## src/rtl/iecdrv_sd_arbiter_pkg.sv

```systemverilog
// Shared types for the multi-drive SD sector arbiter: FSM states, drive index
// type and the round-robin pointer advance helper.
package iecdrv_pkg;

    localparam int MAX_DRIVES = 4;

    typedef logic [1:0] drv_idx_t;

    typedef enum logic [1:0] {
        IDLE,
        REQ,
        XFER,
        GAP
    } arb_state_t;

    // Next round-robin start point after drive g has been served.
    function automatic drv_idx_t rr_next(input drv_idx_t g, input int ndr);
        rr_next = (int'(g) >= ndr - 1) ? drv_idx_t'(0) : drv_idx_t'(g + 2'd1);
    endfunction

endpackage

```

## src/rtl/iecdrv_sd_arbiter_if.sv

```systemverilog
// Per-drive request ports plus the single host sector-I/O channel.
// Modport master is the arbiter's view, slave is the drives/host side.
interface iecdrv_sd_arbiter_if
    import iecdrv_pkg::*;
#(
    parameter int NDR = 2
);
    logic [NDR-1:0][31:0] drv_lba;
    logic [NDR-1:0][5:0]  drv_blk_cnt;
    logic [NDR-1:0]       drv_rd;
    logic [NDR-1:0]       drv_wr;
    logic [NDR-1:0]       drv_ack;
    logic [NDR-1:0][7:0]  drv_buff_din;

    logic [31:0]          host_lba;
    logic [5:0]           host_blk_cnt;
    logic                 host_rd;
    logic                 host_wr;
    drv_idx_t             host_drv;
    logic                 host_ack;
    logic [7:0]           host_buff_din;
    logic                 busy;

    modport master (
        input  drv_lba, drv_blk_cnt, drv_rd, drv_wr, drv_buff_din, host_ack,
        output drv_ack, host_lba, host_blk_cnt, host_rd, host_wr, host_drv,
               host_buff_din, busy
    );

    modport slave (
        output drv_lba, drv_blk_cnt, drv_rd, drv_wr, drv_buff_din, host_ack,
        input  drv_ack, host_lba, host_blk_cnt, host_rd, host_wr, host_drv,
               host_buff_din, busy
    );

endinterface

```

## src/rtl/iecdrv_sd_arbiter_rr_pick.sv

```systemverilog
// Combinational round-robin picker: first pending drive at or after i_rr,
// wrapping modulo NDR.
module iecdrv_rr_pick
    import iecdrv_pkg::*;
#(
    parameter int NDR = 2
) (
    input  logic [NDR-1:0] i_pending,
    input  drv_idx_t       i_rr,
    output drv_idx_t       o_idx,
    output logic           o_valid
);

    // Walk distances from the farthest to the nearest so the nearest hit wins.
    always_comb begin
        o_idx   = '0;
        o_valid = 1'b0;
        for (int k = NDR - 1; k >= 0; k--) begin
            for (int i = 0; i < NDR; i++) begin
                if (i_pending[i] && (((int'(i_rr) + k) % NDR) == i)) begin
                    o_idx   = drv_idx_t'(i);
                    o_valid = 1'b1;
                end
            end
        end
    end

endmodule

```

## src/rtl/iecdrv_sd_arbiter.sv

```systemverilog
// Round-robin arbiter serialising per-drive SD sector requests onto one host
// channel. Optional REQ-stage ack timeout: define IECDRV_SD_ARB_TIMEOUT_EN.
module iecdrv_sd_arbiter
    import iecdrv_pkg::*;
#(
    parameter int NDR  = 2,
    parameter int TO_W = 20
) (
    input  logic                clk_sys,
    input  logic                reset,
    iecdrv_sd_arbiter_if.master bus
`ifdef IECDRV_SD_ARB_TIMEOUT_EN
    ,
    output logic                timeout
`endif
);

    if (NDR < 1 || NDR > MAX_DRIVES || TO_W < 2) begin : g_param_check
        $error("iecdrv_sd_arbiter: NDR must be 1..4 and TO_W at least 2");
    end

    arb_state_t     r_state, w_next_state;
    drv_idx_t       r_rr, w_rr_nxt;
    drv_idx_t       r_host_drv, w_host_drv_nxt;
    logic [31:0]    r_host_lba, w_host_lba_nxt;
    logic [5:0]     r_host_blk_cnt, w_host_blk_cnt_nxt;
    logic           r_host_rd, w_host_rd_nxt;
    logic           r_host_wr, w_host_wr_nxt;
    logic           r_busy, w_busy_nxt;

    logic [NDR-1:0] w_pending;
    drv_idx_t       w_pick_idx;
    logic           w_pick_valid;
    logic [31:0]    w_sel_lba;
    logic [5:0]     w_sel_blk;
    logic           w_sel_rd, w_sel_wr;
    logic           w_cur_pending;
    logic           w_timeout_hit;

`ifdef IECDRV_SD_ARB_TIMEOUT_EN
    logic [TO_W-1:0] r_to_cnt, w_to_cnt_nxt;
    logic            r_timeout, w_timeout_nxt;

    assign w_timeout_hit = &r_to_cnt;
    assign w_to_cnt_nxt  = (r_state == REQ) ? r_to_cnt + 1'b1 : '0;
    assign w_timeout_nxt = (r_state == REQ) && !bus.host_ack && w_cur_pending && w_timeout_hit;
    assign timeout       = r_timeout;

    always_ff @(posedge clk_sys or posedge reset) begin
        if (reset) begin
            r_to_cnt  <= '0;
            r_timeout <= 1'b0;
        end else begin
            r_to_cnt  <= w_to_cnt_nxt;
            r_timeout <= w_timeout_nxt;
        end
    end
`else
    assign w_timeout_hit = 1'b0;
`endif

    assign w_pending = bus.drv_rd | bus.drv_wr;

    iecdrv_rr_pick #(.NDR(NDR)) u_pick (
        .i_pending (w_pending),
        .i_rr      (r_rr),
        .o_idx     (w_pick_idx),
        .o_valid   (w_pick_valid)
    );

    // Request mux follows the picker; data mux follows the latched grant.
    always_comb begin
        // NOTE: every variable gets a default before the loop, otherwise an
        // unmatched index would leave it holding its old value (a latch).
        w_sel_lba         = '0;
        w_sel_blk         = '0;
        w_sel_rd          = 1'b0;
        w_sel_wr          = 1'b0;
        w_cur_pending     = 1'b0;
        bus.host_buff_din = '0;
        for (int i = 0; i < NDR; i++) begin
            if (w_pick_idx == drv_idx_t'(i)) begin
                w_sel_lba = bus.drv_lba[i];
                w_sel_blk = bus.drv_blk_cnt[i];
                w_sel_rd  = bus.drv_rd[i];
                w_sel_wr  = bus.drv_wr[i];
            end
            if (r_host_drv == drv_idx_t'(i)) begin
                w_cur_pending     = w_pending[i];
                bus.host_buff_din = bus.drv_buff_din[i];
            end
        end
    end

    always_comb begin
        bus.drv_ack = '0;
        for (int i = 0; i < NDR; i++) begin
            bus.drv_ack[i] = bus.host_ack && (r_state == REQ || r_state == XFER)
                             && (r_host_drv == drv_idx_t'(i));
        end
    end

    always_comb begin
        w_next_state = r_state;
        case (r_state)
            IDLE: if (w_pick_valid) w_next_state = REQ;
            REQ: begin
                if (bus.host_ack)        w_next_state = XFER;
                else if (!w_cur_pending) w_next_state = IDLE;
                else if (w_timeout_hit)  w_next_state = GAP;
            end
            XFER: if (!bus.host_ack) w_next_state = GAP;
            GAP:  w_next_state = IDLE;
            default: w_next_state = IDLE;
        endcase
    end

    always_comb begin
        w_rr_nxt           = r_rr;
        w_host_drv_nxt     = r_host_drv;
        w_host_lba_nxt     = r_host_lba;
        w_host_blk_cnt_nxt = r_host_blk_cnt;
        w_host_rd_nxt      = r_host_rd;
        w_host_wr_nxt      = r_host_wr;
        case (r_state)
            IDLE: begin
                if (w_pick_valid) begin
                    w_host_drv_nxt     = w_pick_idx;
                    w_host_lba_nxt     = w_sel_lba;
                    w_host_blk_cnt_nxt = w_sel_blk;
                    w_host_wr_nxt      = w_sel_wr;
                    w_host_rd_nxt      = w_sel_rd & ~w_sel_wr;
                end
            end
            REQ: begin
                // A withdrawn request does not advance the pointer; a timeout does.
                if (bus.host_ack || !w_cur_pending) begin
                    w_host_rd_nxt = 1'b0;
                    w_host_wr_nxt = 1'b0;
                end else if (w_timeout_hit) begin
                    w_host_rd_nxt = 1'b0;
                    w_host_wr_nxt = 1'b0;
                    w_rr_nxt      = rr_next(r_host_drv, NDR);
                end
            end
            XFER: if (!bus.host_ack) w_rr_nxt = rr_next(r_host_drv, NDR);
            default: ;
        endcase
        w_busy_nxt = (w_next_state != IDLE);
    end

    // NOTE: all state uses non-blocking assignments and the asynchronous
    // reset, so a reset mid-transfer clears every registered output at once.
    always_ff @(posedge clk_sys or posedge reset) begin
        if (reset) begin
            r_state        <= IDLE;
            r_rr           <= '0;
            r_host_drv     <= '0;
            r_host_lba     <= '0;
            r_host_blk_cnt <= '0;
            r_host_rd      <= 1'b0;
            r_host_wr      <= 1'b0;
            r_busy         <= 1'b0;
        end else begin
            r_state        <= w_next_state;
            r_rr           <= w_rr_nxt;
            r_host_drv     <= w_host_drv_nxt;
            r_host_lba     <= w_host_lba_nxt;
            r_host_blk_cnt <= w_host_blk_cnt_nxt;
            r_host_rd      <= w_host_rd_nxt;
            r_host_wr      <= w_host_wr_nxt;
            r_busy         <= w_busy_nxt;
        end
    end

    assign bus.host_drv     = r_host_drv;
    assign bus.host_lba     = r_host_lba;
    assign bus.host_blk_cnt = r_host_blk_cnt;
    assign bus.host_rd      = r_host_rd;
    assign bus.host_wr      = r_host_wr;
    assign bus.busy         = r_busy;

endmodule

```

## src/flat_wrapper.sv

```systemverilog
// flat-port wrapper written by rule: the top's interface ports become plain ports
module iecdrv_sd_arbiter_flat import iecdrv_pkg::*;
#(
    parameter int NDR  = 2,
    parameter int TO_W = 20
)
  (clk_sys, reset, bus_drv_lba, bus_drv_blk_cnt, bus_drv_rd, bus_drv_wr, bus_drv_buff_din, bus_host_ack, bus_drv_ack, bus_host_lba, bus_host_blk_cnt, bus_host_rd, bus_host_wr, bus_host_drv, bus_host_buff_din, bus_busy);
  iecdrv_sd_arbiter_if #(.NDR(NDR)) bus_i ();
  input  logic clk_sys;
  input  logic reset;
  input wire logic [$bits(bus_i.drv_lba)-1:0] bus_drv_lba;
  input wire logic [$bits(bus_i.drv_blk_cnt)-1:0] bus_drv_blk_cnt;
  input wire logic [$bits(bus_i.drv_rd)-1:0] bus_drv_rd;
  input wire logic [$bits(bus_i.drv_wr)-1:0] bus_drv_wr;
  input wire logic [$bits(bus_i.drv_buff_din)-1:0] bus_drv_buff_din;
  input wire logic [$bits(bus_i.host_ack)-1:0] bus_host_ack;
  output wire logic [$bits(bus_i.drv_ack)-1:0] bus_drv_ack;
  output wire logic [$bits(bus_i.host_lba)-1:0] bus_host_lba;
  output wire logic [$bits(bus_i.host_blk_cnt)-1:0] bus_host_blk_cnt;
  output wire logic [$bits(bus_i.host_rd)-1:0] bus_host_rd;
  output wire logic [$bits(bus_i.host_wr)-1:0] bus_host_wr;
  output wire logic [$bits(bus_i.host_drv)-1:0] bus_host_drv;
  output wire logic [$bits(bus_i.host_buff_din)-1:0] bus_host_buff_din;
  output wire logic [$bits(bus_i.busy)-1:0] bus_busy;
  assign bus_i.drv_lba = bus_drv_lba;
  assign bus_i.drv_blk_cnt = bus_drv_blk_cnt;
  assign bus_i.drv_rd = bus_drv_rd;
  assign bus_i.drv_wr = bus_drv_wr;
  assign bus_i.drv_buff_din = bus_drv_buff_din;
  assign bus_i.host_ack = bus_host_ack;
  assign bus_drv_ack = bus_i.drv_ack;
  assign bus_host_lba = bus_i.host_lba;
  assign bus_host_blk_cnt = bus_i.host_blk_cnt;
  assign bus_host_rd = bus_i.host_rd;
  assign bus_host_wr = bus_i.host_wr;
  assign bus_host_drv = bus_i.host_drv;
  assign bus_host_buff_din = bus_i.host_buff_din;
  assign bus_busy = bus_i.busy;
  iecdrv_sd_arbiter #(.NDR(NDR), .TO_W(TO_W)) u_core (.clk_sys(clk_sys), .reset(reset), .bus(bus_i));
endmodule
```

## config.mk

```make
export PLATFORM = sky130hd
export DESIGN_NAME = iecdrv_sd_arbiter_flat
export DESIGN_NICKNAME = d
export VERILOG_FILES = /design/src/rtl/iecdrv_sd_arbiter_pkg.sv /design/src/rtl/iecdrv_sd_arbiter_if.sv /design/src/rtl/iecdrv_sd_arbiter_rr_pick.sv /design/src/rtl/iecdrv_sd_arbiter.sv /design/src/flat_wrapper.sv
export SDC_FILE = /design/constraint.sdc
export NUM_CORES = 1
export LEC_CHECK = 0
export BUFFER_PORTS_ARGS = -buffer_cell sky130_fd_sc_hd__buf_4
export CAP_MARGIN = 10
export CELL_PAD_IN_SITES_DETAIL_PLACEMENT = 2
export CELL_PAD_IN_SITES_GLOBAL_PLACEMENT = 2
export CORE_ASPECT_RATIO = 0.8
export CORE_MARGIN = 2
export CORE_UTILIZATION = 25
export CTS_CLUSTER_DIAMETER = 200
export DETAILED_ROUTE_END_ITERATION = 12
export GPL_TIMING_DRIVEN = 0
export PLACE_DENSITY_LB_ADDON = 0.05
export SLEW_MARGIN = 20
export SYNTH_ARGS = -nofsm -noshare
export SYNTH_HDL_FRONTEND = slang
export SYNTH_SLANG_ARGS = --single-unit
```

## constraint.sdc

```tcl
create_clock -name clk_sys -period 5.4 [get_ports clk_sys]
set_input_delay 0.54 -clock clk_sys [delete_from_list [all_inputs] [get_ports clk_sys]]
set_output_delay 0.54 -clock clk_sys [all_outputs]
set_load 0.01 [all_outputs]
```

## Yosys cells after proc, flatten, opt, wreduce, memory -nomap -nowiden

Index checks and enable logic that the tools add are counted.

| word-level totals | value |
|---|---|
| memory bits (read-only) | 0 |
| word-level logic and storage cells | 74 |
| flip-flop bits (word level) | 46 |
| memories | 0 |
| memory bits (writable) | 0 |
| output and inout bits | 53 |
| latch bits | 0 |

| cells by class | value |
|---|---|
| bitwise logic cells | 5 |
| $add $sub $neg | 2 |
| shifts and indexed selects | 0 |
| multiply operators | 0 |
| div/mod/pow operators | 0 |
| equality and inequality tests | 8 |
| multiplexer cells | 30 |
| reductions and logical operators | 20 |
| $lt $le $gt $ge | 1 |

Operator list:

| operator | count |
|---|---|
| $logic_not A32 Y1 | 2 |
| $mux W32 | 2 |
| $mux W8 | 2 |
| $mux W1 | 15 |
| $mux W2 | 6 |
| $mux W6 | 2 |
| $pmux W2 S4 | 1 |
| $logic_and A1 B1 Y1 | 7 |
| $eq A2 B1 Y1 const B | 3 |
| $eq A2 B2 Y1 const B | 3 |
| $logic_not A2 Y1 | 3 |
| $ne A2 B2 Y1 const B | 2 |
| $pmux W1 S2 | 2 |
| $reduce_and A2 Y1 | 2 |
| $reduce_bool A2 Y1 | 2 |
| $reduce_and A3 Y1 | 1 |
| $add A1 B1 Y1 const B | 2 |
| $ge A2 B1 Y1 const B | 1 |
| $logic_or A1 B1 Y1 | 2 |
| $not A1 Y1 | 2 |
| $or A2 B2 Y2 | 1 |
| $and A1 B1 Y1 | 1 |
| $and A1 B1 Y1 const A | 1 |
| $logic_not A1 Y1 | 1 |

## Logic depth before layout (Yosys ltp)

Gate-level depths: netlist of run 1.

| logic depth | value |
|---|---|
| word-level depth | 14 |
| depth in mapped cells | 8 |

## Cells and area by module

Synthesis of run 1 repeated with hierarchy kept, for this count alone.

| unflattened totals | value |
|---|---|
| cells, all modules | 249 |
| area, all modules | 2513.7 um2 |

Modules (own cells, without submodules):

| module | times used | cells each | sequential area each (um2) | area each (um2) |
|---|---|---|---|---|
| iecdrv_sd_arbiter | 1 | 244 | 1176.1 | 2484.9 |
| iecdrv_rr_pick | 1 | 5 | 0.0 | 28.8 |

## Worst setup path before layout of run 1

No wires, ideal clock.

| timing | value |
|---|---|
| path type | reg-to-reg |
| from | register u_core.r_state[1] |
| to | register u_core.r_host_rd, in the netlist u_core.bus.host_rd |
| setup time | 0.125 ns |
| clock period less this slack | 1.705 ns |
| setup slack | 3.695 ns |
| arrival | 1.580 ns |
| cell stages (with the launch flop) | 7 |
| data required time | 5.275 ns |
| cell sequence | dfrtp_1 inv_1 ha_1 clkinv_1 a211o_1 o221a_4 mux2_4 |

| between the ends | value |
|---|---|
| word-level cells in the longest chain between the ends | 3 |
| elaborated cells on any way between the ends | 7 |
| classes of those cells | 3 x eq/ne; 1 x mux; 3 x reduce/logical |

RTL lines:

| what | RTL line | source |
|---|---|---|
| from (decl) | iecdrv_sd_arbiter.sv:22 | `arb_state_t r_state, w_next_state;` |
| from (signal assigned) | iecdrv_sd_arbiter.sv:165 | `r_state <= w_next_state;` |
| $eq A2 B1 Y1 or $logic_not A2 Y1 (tied branches) | iecdrv_sd_arbiter.sv:125 | `case (r_state)` |
| $ne A2 B2 Y1 (no line) or $reduce_bool A2 Y1 (tied branches) | - |  |
| $reduce_and A3 Y1 (no line) | - |  |
| to (signal assigned) | iecdrv_sd_arbiter.sv:170 | `r_host_rd <= w_host_rd_nxt;` |
| to (decl) | iecdrv_sd_arbiter.sv:27 | `logic r_host_rd, w_host_rd_nxt;` |

Parallel ways exist; a longest one is shown, timed or not.
A chain may end at the register's enable or synchronous reset.

## Worst setup path in the final report of run 1

| timing | value |
|---|---|
| from | register u_core.r_host_drv[0], in the netlist u_core.bus.host_drv[0] |
| to | output port bus_host_buff_din[5] |

| between the ends | value |
|---|---|
| word-level cells in the longest chain between the ends | 3 |
| elaborated cells on any way between the ends | 4 |
| classes of those cells | 1 x eq/ne; 2 x mux; 1 x reduce/logical |

RTL lines:

| what | RTL line | source |
|---|---|---|
| from (decl) | iecdrv_sd_arbiter.sv:24 | `drv_idx_t r_host_drv, w_host_drv_nxt;` |
| from (signal assigned) | iecdrv_sd_arbiter.sv:167 | `r_host_drv <= w_host_drv_nxt;` |
| $logic_not A2 Y1 | iecdrv_sd_arbiter.sv:88 | `if (r_host_drv == drv_idx_t'(i)) begin` |
| $mux W8 | iecdrv_sd_arbiter.sv:88 |  |
| $mux W8 * | iecdrv_sd_arbiter.sv:88 |  |
| to (decl) | flat_wrapper.sv:23 | `output wire logic [$bits(bus_i.host_buff_din)-1:0] bus_host_buff_din;` |

Mark *: on every way between the ends. The rest lies on a longest branch, timed or not.

==> impl_metrics.ini, run 1 <==
[status]
status = finished clean

[finish]
final_common_cell = buf_4
area_growth_pct = 62.9
fin_nets = 488
antenna_cells = 0
drive_gt1_frac = 0.474
final_cell_mix = buf_4, dfrtp_1, nand2_1, o21ai_1, mux2i_1

[grt]
grt_pass1_vias = 2494
overflow = 0
grt_max_degree = 25
grt_usage = 0.157
grt_first_pass_wirelength_um = 12700
antenna_found_initial = 0

[timing]
hold_viol = 0
setup_ws_ns = 3.12
slew_viol_final = 0
max_freq_ghz = 0.439
finalCritPeriodShare = 0.422
finalCriticalPeriod_ns = 2.28
slew_headroom = 0.593
tns_ns = 0
grt_setup_unrepaired = false
tightest_slew_ns = 0.610
clock_skew_ns = 0.00808
finalSetupViolations = 0

[setup_path]
crit-reg2reg-launch = u_core.r_state[0]$_DFF_PP0_
reg2reg_slack_ns = 3.51
startpoint_type = flop
cp-end-kind = primary output
timing.rr.end = u_core.bus.host_lba[16]$_DFFE_PP0P_
worst-setup-path-type = flop to primary output
cp.required_ns = 4.86
path_max_fanout = 10
ff2ff_path_depth = 8
cp.arrival_ns = 1.74

[power_and_ir_drop]
vdd_drop_max_mv = 0.178
power.switching_fraction = 0.381
p_switching_w = 0.000755
p_clk_frac = 0.170
internal_power_w = 0.00123
cellLeakagePower_nw = 2.01
pwr-share-comb = 0.527
power_frac_seq = 0.303
powerDensity_nw_per_um2 = 525

[floorplan]
die_y_um = 90.1
core_area_um2 = 9040
initial_core_util = 0.257
num_io_pins = 152
dieArea_um2 = 10100
row_count = 31
dieWidth_um = 112

[clock_tree]
cts_tree = done
cts_resized = 0
clockBufferDepth = 2
postCtsSetupBuffers = 0
cts.clk_slew.worst_paths_ns = 0.06
htreeDepth = 2
root_buffer = clkbuf_16
cts.hold.buffers_added = 0
cts-buffers-inserted = 5
clk_latency_ns = 0.28
clock-sinks = 45

[synth]
synthArstFlopShare = 1.00
synth_area_per_cell_um2 = 10.2
syn_nets = 330
postSynthCellCount = 228
ys_seq_area_frac = 0.486
synthFlopType = dfrtp_1
synth_edf_count = 0
synth_warnings = 0
synth_seq_cells = 45
syn_area_um2 = 2320
yosysUniqueCellTypes = 31

[routing]
num_vias = 2260
antenna_left = 0
met1Wirelength_um = 3410
wl_met2_um = 3600
drcViolationCount = 0
wl_per_cell_um = 15.5
viasPerCell = 4.51
top_layer = met4
drt_iter0_markers = 43
drt_pass1_iterations = 4
drt_wl_total_um = 7760
wl_met3_um = 698

[hold_path]
min_path_type = input port to async pin

[placement]
port_buffers = 150
pre_cts_ws_ns = 3.39
dpl.hpwl_um = 6350
gp_congestion = 0.748

[job]
maxCapViolations = 0
==> sequential cells by signal, summed over array words and instances, names as in the netlist <==
name and count:
u_core.bus.host_lba 32, u_core.bus.host_blk_cnt 6, u_core.r_state 2, u_core.bus.busy 1
u_core.bus.host_drv 1, u_core.bus.host_rd 1, u_core.bus.host_wr 1, u_core.r_rr 1
==> Yosys cell counts (3+ instances only) <==
| library cell | instances | area (µm²) |
|---|---|---|
| nand2_1 | 44 | 165 |
| ha_1 | 3 | 37.5 |
| nor2_1 | 3 | 11.3 |
| dfrtp_1 | 45 | 1130 |
| inv_1 | 6 | 22.5 |
| mux2i_1 | 38 | 380 |
| o21ai_1 | 40 | 200 |
| a21oi_1 | 3 | 15.0 |
| clkbuf_1 | 5 | 18.8 |
| o21ai_0 | 4 | 20.0 |
| buf_2 | 6 | 30.0 |
| mux2_2 | 8 | 90.1 |
==> logic make-up after synthesis <==
group | after synthesis | share of synthesized area
simple gates | 54 | 0.0934
buf+inv | 21 | 0.0437
flops | 45 | 0.486
fa+ha+maj | 3 | 0.0162
compound gates | 56 | 0.144
other cells | 1 | 0.00162
mux | 48 | 0.216
==> power by group through the flow <==
stage	Sequential [W]	Clock [W]	Combinational [W]
2_1_floorplan	0.000669	0	0.000499
3_3_place_gp	0.000599	0	0.00104
3_5_place_dp	0.000608	0	0.00107
4_1_cts	0.000602	0.000353	0.00108
5_1_grt	0.000626	0.000367	0.00116
6_report	0.000600	0.000337	0.00104
==> critical path, stage by stage, from the launching register on <==
cell and delay (ns):
dfrtp_1 0.46, clkbuf_1 0.46, mux2_2 0.40, buf_4 0.14
==> per-layer routing <==
layer / track usage / up-vias
met4: 0.0278 / 0
met3: 0.0614 / 4
met1: 0.203 / 1081
li1: - / 1096
met2: 0.253 / 79
met5: 0 / -
==> how the worst max path moves through the flow <==
stage	startpoint	endpoint	slack, ns	cells after the start
2_1_floorplan	u_core.r_state[1]$_DFF_PP0_	u_core.bus.host_rd$_DFFE_PP0P_	3.69	6
3_5_place_dp	u_core.bus.host_drv[0]$_DFFE_PP0P_	bus_host_buff_din[3]	3.39	3
5_1_grt	u_core.bus.host_drv[0]$_DFFE_PP0P_	bus_host_buff_din[5]	2.98	3
4_1_cts	u_core.bus.host_drv[0]$_DFFE_PP0P_	bus_host_buff_din[3]	3.09	3
3_3_place_gp	reset	u_core.bus.host_lba[30]$_DFFE_PP0P_	3.00	2
6_report	u_core.bus.host_drv[0]$_DFFE_PP0P_	bus_host_buff_din[5]	3.12	3
==> through the flow <==
step	hold WS [ns]	area (µm²)	std cells	power (W)	util
final	0.336	3780	501	0.00198	0.418
after global routing	0.368	3780	501	0.00215	0.418
after floorplan	0.515	2320	228	0.00117	-
after global placement	0.468	3590	493	0.00164	0.397
after detailed placement	0.477	3620	494	0.00168	0.400
after CTS	0.355	3780	501	0.00203	0.418
==> layout make-up <==
class	instances	area [µm²]
buffer	14	75.1
clock buffer	5	125
clock inverter	2	35.0
fill	1025	5260
inverter	7	26.3
multi-input combinational	162	1090
sequential	45	1130
tap	115	144
timing repair buffer	151	1150
Note: power is estimated with default switching activity, not from simulation.
==> inputs of run 2 (changes only) <==
- CORE_UTILIZATION: 25 -> 21
- clock period: 5.4 -> 1.9 ns (I/O delays scaled with it)
==> run 2 against run 1 <==
  * Worst setup slack lost 3.0 ns
  * Power grew to 2.9 times the previous value
  * Clock skew is 0.0042 ns lower
  * First-iteration DRC count up 37%
  * Non-clock buffer count increased by 1
  * Sequential share of layout area down 0.66 points
  * Hold slack worse by 0.16 ns
  * Via count increased by 0.44%
  * Routed wire length is 6.2% higher
  * Critical endpoint is now bus_host_buff_din[1]
  * Largest cell class unchanged
  * Highest routed layer unchanged
==> impl_metrics.ini, run 2 (same netlist as run 1, synthesis figures left out) <==
[clock_tree]
cts-buffers-inserted = 5
cts.clk_slew.worst_paths_ns = 0.06
clock-sinks = 45
cts_tree = done
clockBufferDepth = 2
postCtsSetupBuffers = 0
clk_latency_ns = 0.28
htreeDepth = 2
root_buffer = clkbuf_16

[routing]
drt_iter0_markers = 59
drt_wl_total_um = 8240
num_vias = 2270
antenna_left = 0
wl_per_cell_um = 15.5
drt_pass1_iterations = 4
viasPerCell = 4.27
drcViolationCount = 0

[power_and_ir_drop]
pwr-share-comb = 0.525
powerDensity_nw_per_um2 = 1500
p_switching_w = 0.00220
power_frac_seq = 0.296
p_clk_frac = 0.179
cellLeakagePower_nw = 2.02
internal_power_w = 0.00359
vdd_drop_max_mv = 0.419
power_w = 0.00579
power.switching_fraction = 0.380

[placement]
dp.cells = 523
placed_cell_area_um2 = 3640
gp_congestion = 0.679
dpl.hpwl_um = 6590
port_buffers = 150

[finish]
fin_nets = 489
drive_gt1_frac = 0.485
post-route-util = 0.357
final_design_area_no_fill_um2 = 3860
fillers = 1210
final_cell_mix = buf_4, dfrtp_1, nand2_1, o21ai_1, mux2i_1
finalNonFillerCells = 532
antenna_cells = 0
largest_reg_flops = 32
area_growth_pct = 66.5
final_common_cell = buf_4

[grt]
antenna_found_initial = 0
grt_pass1_vias = 2509
grt_max_degree = 27
overflow = 0
grt_usage = 0.139
grt_first_pass_wirelength_um = 13000

[setup_path]
path_max_fanout = 10
worst-setup-path-type = flop to primary output
cp.required_ns = 1.71
cp.arrival_ns = 1.61
ff2ff_path_depth = 8
startpoint_type = flop
cp-end-kind = primary output

[floorplan]
row_count = 34
num_io_pins = 152
dieWidth_um = 121
initial_core_util = 0.215
dieArea_um2 = 11900
core_area_um2 = 10800
die_y_um = 98.0

[timing]
slew_headroom = 0.658
hold_viol = 0
grt_setup_unrepaired = false
tightest_slew_ns = 0.512
clock_skew_ns = 0.00388
finalSetupViolations = 0
slew_viol_final = 0
finalCritPeriodShare = 0.946
finalCriticalPeriod_ns = 1.80
max_freq_ghz = 0.556

[hold_path]
min_path_type = input port to flop
holdPathStages = 3

[status]
status = finished clean

[job]
maxCapViolations = 0
run 2: worst max-delay path: stages (launching register included):
cell,delay [ns]
dfrtp_1,0.50
clkbuf_2,0.31
mux2_2,0.37
buf_4,0.14
run 2: final cells by class:
class,instances,area [µm²],area share
timing repair buffer,152,1160,0.299
sequential,45,1130,0.292
multi-input combinational,162,1120,0.289
tap,144,180,0.0467
clock buffer,7,143,0.0369
buffer,14,83.8,0.0217
clock inverter,1,30.0,0.00778
inverter,7,26.3,0.00680
run 2: layer usage:
| metal | share of wire | routed length (µm) | GRT usage | vias to the layer above |
|---|---|---|---|---|
| li1 | - | - | - | 1106 |
| met1 | 0.47 | 3900 | 0.190 | 1079 |
| met2 | 0.43 | 3520 | 0.211 | 81 |
| met3 | 0.094 | 775 | 0.0520 | 4 |
| met4 | 0.0064 | 53 | 0.0292 | 0 |
| met5 | 0 | 0 | 0 | - |
run 2: stage by stage:
step	hold WS (ns)	TNS, ns	setup WS, ns
after floorplan	0.332	0	0.195
after global placement	0.463	-8.30	-0.182
after detailed placement	0.257	-0.723	-0.0571
after CTS	0.177	0	0.0183
after global routing	0.178	0	0.0131
final	0.175	0	0.102
run 2: final timing paths:
path / from / endpoint / slack (ns)
setup / recovery: u_core.bus.host_drv[0]$_DFFE_PP0P_ / bus_host_buff_din[1] / 0.10
hold / removal: bus_drv_lba[62] / u_core.bus.host_lba[30]$_DFFE_PP0P_ / 0.17
setup reg to reg: u_core.r_state[0]$_DFF_PP0_ / u_core.bus.host_lba[24]$_DFFE_PP0P_ / 0.13
hold reg to reg: u_core.bus.host_lba[8]$_DFFE_PP0P_ / u_core.bus.host_lba[8]$_DFFE_PP0P_ / 0.48
max in group asynchronous: reset / u_core.bus.host_lba[4]$_DFFE_PP0P_ / 0.89
min in group asynchronous: reset / u_core.bus.host_lba[14]$_DFFE_PP0P_ / 0.49
run 2: power by group through the flow:
stage                     Combinational (W)  Sequential [W]  Clock, W
after floorplan                     0.00142         0.00190         0
after global placement              0.00300         0.00171         0
after detailed placement            0.00305         0.00173         0
after CTS                           0.00307         0.00172   0.00106
after global routing                0.00337         0.00180   0.00111
final                               0.00304         0.00171   0.00104
run 2: timing repair:
item / 4_1_cts / 5_1_grt
setup endpoints to repair: 38 / 39
endpoints found under the hold margin: 19 / 0
hold buffers: 1 / 0
resized for setup: 3 / 7
==> inputs of run 3 (changes only) <==
- CORE_UTILIZATION: 21 -> 22
- SYNTH_HIERARCHICAL: default -> 1
==> run 3 against run 2 <==
  * Non-clock buffer count is 2 higher
  * Clock power decreased by 15%
  * First-iteration DRC count grew 14%
  * Sequential cell count increased by 1
  * Critical endpoint is now bus_host_buff_din[5]
==> impl_metrics.ini, run 3 <==
[status]
status = finished clean

[hold_path]
min_path_type = input port to flop

[timing]
finalSetupViolations = 0
hold_viol = 0
slew_viol_final = 0
finalCriticalPeriod_ns = 1.78
tightest_slew_ns = 0.509
grt_setup_unrepaired = false
slew_headroom = 0.660
clock_skew_ns = 0.00488
max_freq_ghz = 0.562
finalCritPeriodShare = 0.937

[finish]
area_growth_pct = 62.0
largest_reg_flops = 32
final_common_cell = buf_4
finalNonFillerCells = 550
final_cell_mix = buf_4, nand2_1, dfrtp_1, mux2i_1, o21ai_0
post-route-util = 0.367
antenna_cells = 0
fin_nets = 510
drive_gt1_frac = 0.505

[setup_path]
cp.arrival_ns = 1.59
cp.required_ns = 1.71
cp-endpoint = bus_host_buff_din[5]
worst-setup-path-type = flop to primary output
crit-reg2reg-launch = u_core/r_state[1]$_DFF_PP0_
cp-startpoint = u_core/bus.host_drv[1]$_DFFE_PP0P_
timing.rr.end = u_core/bus.host_lba[31]$_DFFE_PP0P_
path_delay_family = buffers and inverters
path_max_fanout = 10
path_buf_inv = 3
reg2reg_slack_ns = 0.16
cp_slowest_cell = dfrtp_1
path_cells = inv_2 -> ha_4 -> clkbuf_4 -> nand2_1 -> o21ai_0 -> buf_4
startpoint_type = flop
ff2ff_path_depth = 7
cp-end-kind = primary output
cp_num_cells = 6
critPathMaxStageDelay_ns = 0.41

[grt]
busiest_layer = met2
antenna_found_initial = 0
grt_pass1_vias = 2696
grt_first_pass_wirelength_um = 13600
grt_max_degree = 31
grt_use_met3 = 0.0527
grt_usage = 0.144
overflow = 0
use_met2 = 0.248
use_met1 = 0.168

[power_and_ir_drop]
cellLeakagePower_nw = 2.04
powerDensity_nw_per_um2 = 1340
vdd_drop_max_mv = 0.442
power_w = 0.00538

[clock_tree]
htreeDepth = 2
clock-sinks = 46
postCtsSetupBuffers = 0
cts_tree = done
cts-buffers-inserted = 5
cts.clk_slew.worst_paths_ns = 0.07
clockBufferDepth = 2
clk_latency_ns = 0.29
root_buffer = clkbuf_16

[synth]
syn_area_um2 = 2480
synth_warnings = 6
postSynthCellCount = 245
syn_nets = 350
synth_area_per_cell_um2 = 10.1

[routing]
drt_wl_total_um = 8570
drt_iter0_markers = 67
antenna_left = 0
drt_pass1_iterations = 3
num_vias = 2408
viasPerCell = 4.38
drcViolationCount = 0
wl_per_cell_um = 15.6

[floorplan]
die_y_um = 98.9
dieWidth_um = 123
dieArea_um2 = 12100
row_count = 34
num_io_pins = 152
initial_core_util = 0.226
core_area_um2 = 10900

[placement]
port_buffers = 151
dpl.hpwl_um = 6720
dp.cells = 541
gp_congestion = 0.748

[job]
maxCapViolations = 0
## run 3: area by class of cell
cell class | count | area (µm²)
Timing Repair Buffer | 153 | 1160
Inverter | 8 | 30.0
Clock buffer | 6 | 129
Sequential cell | 46 | 1150
Fill cell | 1196 | 6920
Clock inverter | 2 | 13.8
Buffer | 15 | 95.1
Multi-Input combinational cell | 176 | 1250
Tap cell | 144 | 180
## run 3: where the power goes
part	switching, W	leakage (nW)	internal (W)	total, W
combinational	0.00155	1.37	0.00138	0.00293
clock	0.000390	0.0708	0.000489	0.000879
sequential	0.000213	0.595	0.00135	0.00156
total	0.00216	2.04	0.00322	0.00538
## run 3: worst reg2reg max path: stages (launching register included)
cell     delay [ns]
dfrtp_1        0.38
inv_1          0.12
ha_2           0.27
nand2_2        0.16
or2_1          0.28
buf_6          0.15
buf_6          0.15
o21ai_2        0.15
## run 3: worst min-delay path by stage
stage                        from                                     end  slack (ns)  cells past startpoint
2_1_floorplan  bus_drv_blk_cnt[0]  u_core/bus.host_blk_cnt[0]$_DFFE_PP0P_        0.37                      2
3_3_place_gp       bus_drv_lba[8]      u_core/bus.host_lba[8]$_DFFE_PP0P_        0.46                      3
3_5_place_dp                reset     u_core/bus.host_lba[17]$_DFFE_PP0P_        0.22                      2
4_1_cts            bus_drv_lba[1]      u_core/bus.host_lba[1]$_DFFE_PP0P_        0.16                      3
5_1_grt            bus_drv_lba[8]      u_core/bus.host_lba[8]$_DFFE_PP0P_        0.17                      3
6_report           bus_drv_lba[1]      u_core/bus.host_lba[1]$_DFFE_PP0P_        0.17                      3
## run 3: through the flow
stage               setup slack, ns  setup TNS [ns]  instance area, µm²  hold slack [ns]
finish                        0.120               0                4010            0.166
global route                 0.0133               0                4010            0.168
CTS                         0.00577               0                3990            0.161
detailed placement          -0.0845          -0.671                3810            0.221
global placement             -0.232          -11.05                3790            0.460
floorplan                     0.347               0                2480            0.374
## run 3: repair_timing
action,4_1_cts,5_1_grt
hold buffers,1,0
gates resized for setup,7,12
hold endpoints to repair,16,0
endpoints found under the setup margin,10,12
## run 3: per-layer routing
metal	up-vias	part of all wire	wire [µm]
li1	1158	-	-
met1	1177	0.40	3440
met2	68	0.51	4350
met3	5	0.082	702
met4	0	0.0099	85
met5	-	0	0
